[src/rtl/seg_scan_ctrl.sv]
// seg_scan_ctrl: round-robin scan scheduler for an 8-digit, active-low
// seven-segment display sharing one segment bus.
//
// Each digit slot is BLANK cycles of all-dark followed by DWELL cycles with
// that digit driven. Digit data is double-buffered: a load lands in a
// pending buffer and is promoted to the active buffer only at the frame
// boundary (SHOW of digit 7 -> BLANK of digit 0), so every frame shows
// data from a single load.
//
// Registered outputs are computed from the next state, so they change on
// the same edge as the state itself with no extra latency.

module seg_scan_ctrl #(
    parameter int DWELL = 100000,
    parameter int BLANK = 1000
) (
    input  logic        Clk,
    input  logic        Rst,
    input  logic [31:0] digit_data,
    input  logic [7:0]  digit_mask,
    input  logic        load,
    output logic        load_busy,
    output logic [6:0]  out7,
    output logic [7:0]  en_out,
    output logic        frame_done
);

    // The phase counter must hold the larger of the two phase lengths.
    localparam int MAX_PHASE = (DWELL > BLANK) ? DWELL : BLANK;
    localparam int CW        = (MAX_PHASE < 1) ? 1 : $clog2(MAX_PHASE + 1);

    localparam logic [CW-1:0] DWELL_LAST = CW'(DWELL - 1);
    localparam logic [CW-1:0] BLANK_LAST = CW'(BLANK - 1);

    typedef enum logic {
        ST_BLANK = 1'b0,
        ST_SHOW  = 1'b1
    } state_t;

    // Scan state.
    state_t        state;
    state_t        state_next;
    logic [2:0]    idx;
    logic [2:0]    idx_next;
    logic [CW-1:0] cnt;
    logic [CW-1:0] cnt_next;

    // Cleared by reset; the first edge after reset release only sets this,
    // so the scan restarts cleanly from digit 0 BLANK on that edge.
    logic          run;

    // Frame boundary strobe for the current edge.
    logic          boundary;

    // Double buffers.
    logic [31:0]   active_data;
    logic [7:0]    active_mask;
    logic [31:0]   pending_data;
    logic [7:0]    pending_mask;

    // Next values of the registered outputs.
    logic [6:0]    out7_next;
    logic [7:0]    en_next;
    logic [3:0]    nibble_next;

    // Hex nibble to active-low {g,f,e,d,c,b,a}.
    function automatic logic [6:0] decode(input logic [3:0] nib);
        logic [6:0] seg;
        case (nib)
            4'h0: seg = 7'h40;
            4'h1: seg = 7'h79;
            4'h2: seg = 7'h24;
            4'h3: seg = 7'h30;
            4'h4: seg = 7'h19;
            4'h5: seg = 7'h12;
            4'h6: seg = 7'h02;
            4'h7: seg = 7'h78;
            4'h8: seg = 7'h00;
            4'h9: seg = 7'h10;
            4'hA: seg = 7'h08;
            4'hB: seg = 7'h03;
            4'hC: seg = 7'h46;
            4'hD: seg = 7'h21;
            4'hE: seg = 7'h06;
            default: seg = 7'h0E;
        endcase
        return seg;
    endfunction

    // Scan state register: phase, digit index and phase counter.
    always_ff @(posedge Clk or posedge Rst) begin
        if (Rst) begin
            state <= ST_BLANK;
            idx   <= 3'd0;
            cnt   <= '0;
            run   <= 1'b0;
        end else begin
            state <= state_next;
            idx   <= idx_next;
            cnt   <= cnt_next;
            run   <= 1'b1;
        end
    end

    // Next-state logic: count out each phase, advance the digit after SHOW.
    always_comb begin
        state_next = state;
        idx_next   = idx;
        cnt_next   = cnt;
        boundary   = 1'b0;
        if (!run) begin
            state_next = ST_BLANK;
            idx_next   = 3'd0;
            cnt_next   = '0;
        end else begin
            case (state)
                ST_BLANK: begin
                    if (cnt == BLANK_LAST) begin
                        state_next = ST_SHOW;
                        cnt_next   = '0;
                    end else begin
                        cnt_next = cnt + 1'b1;
                    end
                end
                ST_SHOW: begin
                    if (cnt == DWELL_LAST) begin
                        state_next = ST_BLANK;
                        cnt_next   = '0;
                        idx_next   = idx + 3'd1;
                        boundary   = (idx == 3'd7);
                    end else begin
                        cnt_next = cnt + 1'b1;
                    end
                end
                default: begin
                    state_next = ST_BLANK;
                    idx_next   = 3'd0;
                    cnt_next   = '0;
                end
            endcase
        end
    end

    // Output decode for the state being entered; a masked digit stays dark.
    always_comb begin
        en_next     = 8'hFF;
        out7_next   = 7'h7F;
        nibble_next = active_data[{idx_next, 2'b00} +: 4];
        if (state_next == ST_SHOW && active_mask[idx_next]) begin
            en_next   = ~(8'h01 << idx_next);
            out7_next = decode(nibble_next);
        end
    end

    // Registered display outputs and the frame boundary pulse.
    always_ff @(posedge Clk or posedge Rst) begin
        if (Rst) begin
            out7       <= 7'h7F;
            en_out     <= 8'hFF;
            frame_done <= 1'b0;
        end else begin
            out7       <= out7_next;
            en_out     <= en_next;
            frame_done <= boundary;
        end
    end

    // Double buffer: a load always lands in pending (latest wins); the
    // boundary promotes the old pending value, so a load on that same edge
    // stays pending for the following frame.
    always_ff @(posedge Clk or posedge Rst) begin
        if (Rst) begin
            pending_data <= 32'h0;
            pending_mask <= 8'h00;
            active_data  <= 32'h0;
            active_mask  <= 8'h00;
            load_busy    <= 1'b0;
        end else begin
            if (load) begin
                pending_data <= digit_data;
                pending_mask <= digit_mask;
            end
            if (boundary && load_busy) begin
                active_data <= pending_data;
                active_mask <= pending_mask;
            end
            if (load) begin
                load_busy <= 1'b1;
            end else if (boundary) begin
                load_busy <= 1'b0;
            end
        end
    end

endmodule
[config.mk]
export PLATFORM = sky130hd
export DESIGN_NAME = seg_scan_ctrl
export DESIGN_NICKNAME = d
export VERILOG_FILES = /design/src/rtl/seg_scan_ctrl.sv
export SDC_FILE = /design/constraint.sdc
export NUM_CORES = 1
export LEC_CHECK = 0
export ABC_AREA = 1
export BUFFER_PORTS_ARGS = -buffer_cell sky130_fd_sc_hd__buf_2
export CORE_ASPECT_RATIO = 1.2
export CORE_MARGIN = 2
export CORE_UTILIZATION = 40
export DETAILED_ROUTE_END_ITERATION = 7
export PLACE_DENSITY = 0.67
export SLEW_MARGIN = 20
export SYNTH_ARGS = -nofsm -noshare
export SYNTH_HDL_FRONTEND = slang
export SYNTH_SLANG_ARGS = --single-unit
[constraint.sdc]
create_clock -name Clk -period 5 [get_ports Clk]
set_input_delay 1 -clock Clk [delete_from_list [all_inputs] [get_ports Clk]]
set_output_delay 1 -clock Clk [all_outputs]
set_load 0.005 [all_outputs]
==> summary.txt <==
Pwr
  • Power density cells: 346 nW/µm²
  • LEAKAGE: around 3.1 nW
  • Power, Total: 2.24 mW
  • Peak VDD IR: 0.000176 V

Place
  • Post-DP HPWL: a little under 8 mm
  • Port Buf Inserts: 59
  • GPL Wtd Cong: between 0.8 and 0.9

Timing
  • Fmax: 0.346 GHz
  • Fin crit share: 0.578
  • Final hold violation count: 0
  • RSZ-0062 raised after global routing: no
  • Clk_skew: roughly 0.0072 ns
  • Final setup fails: 0
  • TNS Setup: 0 ns
  • Fin Hold WS: between 0.4 and 0.5 ns
  • Final slew viol count: 0
  • Tmin final: just under 3 ns
  • Slew HR: 0.507
  • Worst slew pin tran: roughly 0.74 ns

Synthesis
  • XOR/XNOR share of the synthesized area: 0.00951
  • Post-Synth Adder-Cell Area: 0.0204
  • Top cells by count, synth: 183 x nand2_1, 104 x dfrtp_1, 83 x o21ai_0
  • Synth Register Bits: ~120
  • Post-synthesis cell type count: 39
  • EDFF count, synth: 0
  • Compound-gate portion of the synthesized area: 0.0969
  • Async set-reset flop share out of synthesis: 1.00
  • Register area share after synthesis: 0.542
  • Post-Synth Simple-Gate Area: 0.245
  • Largest family of logic cells by synthesized area: simple AND/OR/NAND/NOR gates
  • Post-synth top area cell: dfrtp_1
  • Synth top area share: 0.471
  • Cell with the most instances after synthesis: nand2_1
  • Top_reg_cell synth: dfrtp_1
  • Mux cell area share after synthesis: 0
  • Ys Warns: 0
  • Post-Syn Nets: around 700
  • Post-synthesis cell count: 641
  • Mean Syn Cell Area: 8.62 µm²
  • Synth top area cells: dfrtp_1 47%, nand2_1 12%, o21ai_0 7.5%
  • Synthesized cell area: 5530 µm²

Routing
  • DRC errors left: 0
  • First-pass DRT Iterations: 4
  • Met2 routed WL: between 5 and 6 mm
  • Met3 Wirelength: about 440 µm
  • Routed len/inst: 12.5 µm
  • M1 WL: roughly 5 mm
  • Drt initial violations: approximately 200
  • Max layer used: met4
  • Via Count: between 4,000 and 5,000
  • Via density: between 4 and 5
  • Final antenna-violating net count: 0
  • WL final: ~11 mm

Setup path
  • R2R depth: 19
  • Logic depth of the worst path, buffers included: 19
  • Crit path DAT: 3.24 ns
  • Crit-path cells: ha_1 > nand2_1 > inv_2 > nand2_2 > nor2_4 > nand2_4 > nand2_8 > nand3_4 > inv_2 > nand2_1 > nand2_1 > nand2_1 > nand3_1 > nand2_2 > ha_1 > inv_1 > nand3_1 > or2_1 > nand3_1
  • Reg2reg end: out7[2]
  • Worst r2r src: cnt[0]
  • Type of destination of the critical path: register
  • WP data required: 5.35 ns
  • Worst path top cell family by delay: simple AND/OR/NAND/NOR gates
  • Critical path's most frequent cell: nand2_1
  • Startpoint types: register
  • Critical path class: reg2reg
  • Reg2reg setup slack: between 2 and 2.5 ns
  • CP max stage delay: between 0.3 and 0.4 ns
  • Critical Path Start: cnt[0]
  • Crit path max fanout: 31
  • Critical-path top delay cell: dfrtp_1
  • CP Buf/Inv Count: 3

Status
  • Status: finished, final reports clean

Clocking
  • Worst-Skew Late Latency: ~0.41 ns
  • CTS hold repair buffers: 0
  • Max clock buf depth: 2
  • Post-cts sizing count: 0
  • CTS tree: built
  • Clk sinks: about 120
  • CTS root buffer: clkbuf_16
  • TritonCTS buffer count: 17
  • Clk pin slew, worst setup/hold paths: around 0.050 ns
  • Setup bufs post-CTS: 0
  • H-tree Lvls: 4

Min path
  • Worst Hold Class: reg2reg
  • Hold Path End: cnt[0]
  • Min-delay src: cnt[0]
  • Hold path cells: 1

Global routing
  • First-pass GRT wire length: between 15 and 20 mm
  • Initial antenna violation count: 0
  • Largest net degree at the start of global routing: 86
  • Vias in the first global route: 4,143
  • GRT Resource Usage Total: 0.160
  • Grt ovf: 0

Floorplanning
  • Die area: between 10,000 and 15,000 µm²
  • Core area: 13,600 µm²
  • Die Ht: about 130 µm
  • Std cell rows: 47
  • Top Ports: 60
  • Initial Util: 0.405
  • Die width: about 110 µm

Job
  • Max-Cap Viols: 0

Finish
  • Fill count: ~1,400
  • Final nets: approximately 750
  • N_diodes: 0
  • Layout area overhead: 17.3%
  • Layout cells sized above 1: 0.215
==> metal layers <==
| layer | global-route usage | up-vias |
|---|---|---|
| li1 | - | 2126 |
| met1 | 0.205 | 1907 |
| met2 | 0.262 | 75 |
| met3 | 0.0412 | 14 |
| met4 | 0.0631 | 0 |
| met5 | 0 | - |
==> worst register-to-register path: stages, from the launching register on <==
cell	delay, ns
dfrtp_1	0.36
ha_1	0.17
nand2_1	0.06
inv_2	0.08
nand2_2	0.09
nor2_4	0.16
nand2_4	0.11
nand2_8	0.10
nand3_4	0.30
inv_2	0.28
nand2_1	0.07
nand2_1	0.06
nand2_1	0.05
nand3_1	0.11
nand2_2	0.10
ha_1	0.25
inv_1	0.10
nand3_1	0.10
or2_1	0.22
nand3_1	0.07
==> worst max-delay path by stage <==
| stage | end | slack, ns |
|---|---|---|
| 2_1_floorplan | active_data[0] | 0.87 |
| 3_3_place_gp | out7[2] | 2.28 |
| 3_5_place_dp | out7[2] | 2.15 |
| 4_1_cts | out7[2] | 2.13 |
| 5_1_grt | out7[2] | 1.80 |
| 6_report | out7[2] | 2.11 |
==> sequential cells by signal (all words and copies together) (netlist names) <==
name          count
run               1
en_out            8
idx               3
state             1
active_data      32
out7              7
pending_mask      8
load_busy         1
active_mask       8
frame_done        1
pending_data     32
cnt              17
==> cell families after synthesis <==
logic type,after synthesis
simple gates,299
other cells,1
buf+inv,109
xor+xnor,6
fa+ha+maj,9
flops,119
compound gates,98
==> metrics by stage <==
step,worst slack (ns),cells,util,instance area (µm²)
2_1_floorplan,0.867,641,-,5530
3_3_place_gp,2.28,846,0.432,5890
3_5_place_dp,2.15,846,0.432,5890
6_report,2.11,878,0.475,6480
4_1_cts,2.13,878,0.474,6460
5_1_grt,1.80,878,0.475,6480
==> layout by cell type, fill, tap and decap left out, types with 3 or more instances in the layout <==
cell        synthesis  routed
dfstp_2            15      15
nand2_4             2       3
nand3_4             3       3
xor2_1              5       5
inv_2               8       8
nand3_1            32      32
nor2_1             35      35
o21ai_2             3       3
nand3_2             4       4
buf_4               1       3
clkbuf_16           0      17
nand4_1             8       8
nor2_2              4       4
buf_2               2      58
nor3_1             10      10
clkinvlp_4          0       7
o21ai_0            83      83
inv_6               0       3
o21ai_1             4       4
dfrtp_1           104     104
ha_1                9       9
inv_1              73      72
nand2_1           183     182
nand2_2            13      13
==> power breakdown <==
part	switching, mW	internal, mW	leakage [nW]
clock network	0.455	0.697	0.257
logic	0.0586	0.0282	1.32
registers	0.0103	0.995	1.53
==> final cells by class <==
class                      count  area (µm²)  area share
clock buffer                  18         439      0.0678
clock inverter                14         128      0.0197
inverter                      82         313      0.0483
multi-input combinational    413        2080       0.320
sequential                   119        3000       0.463
tap                          171         214      0.0330
timing repair buffer          61         313      0.0483
(Power assumes the default switching activity.)
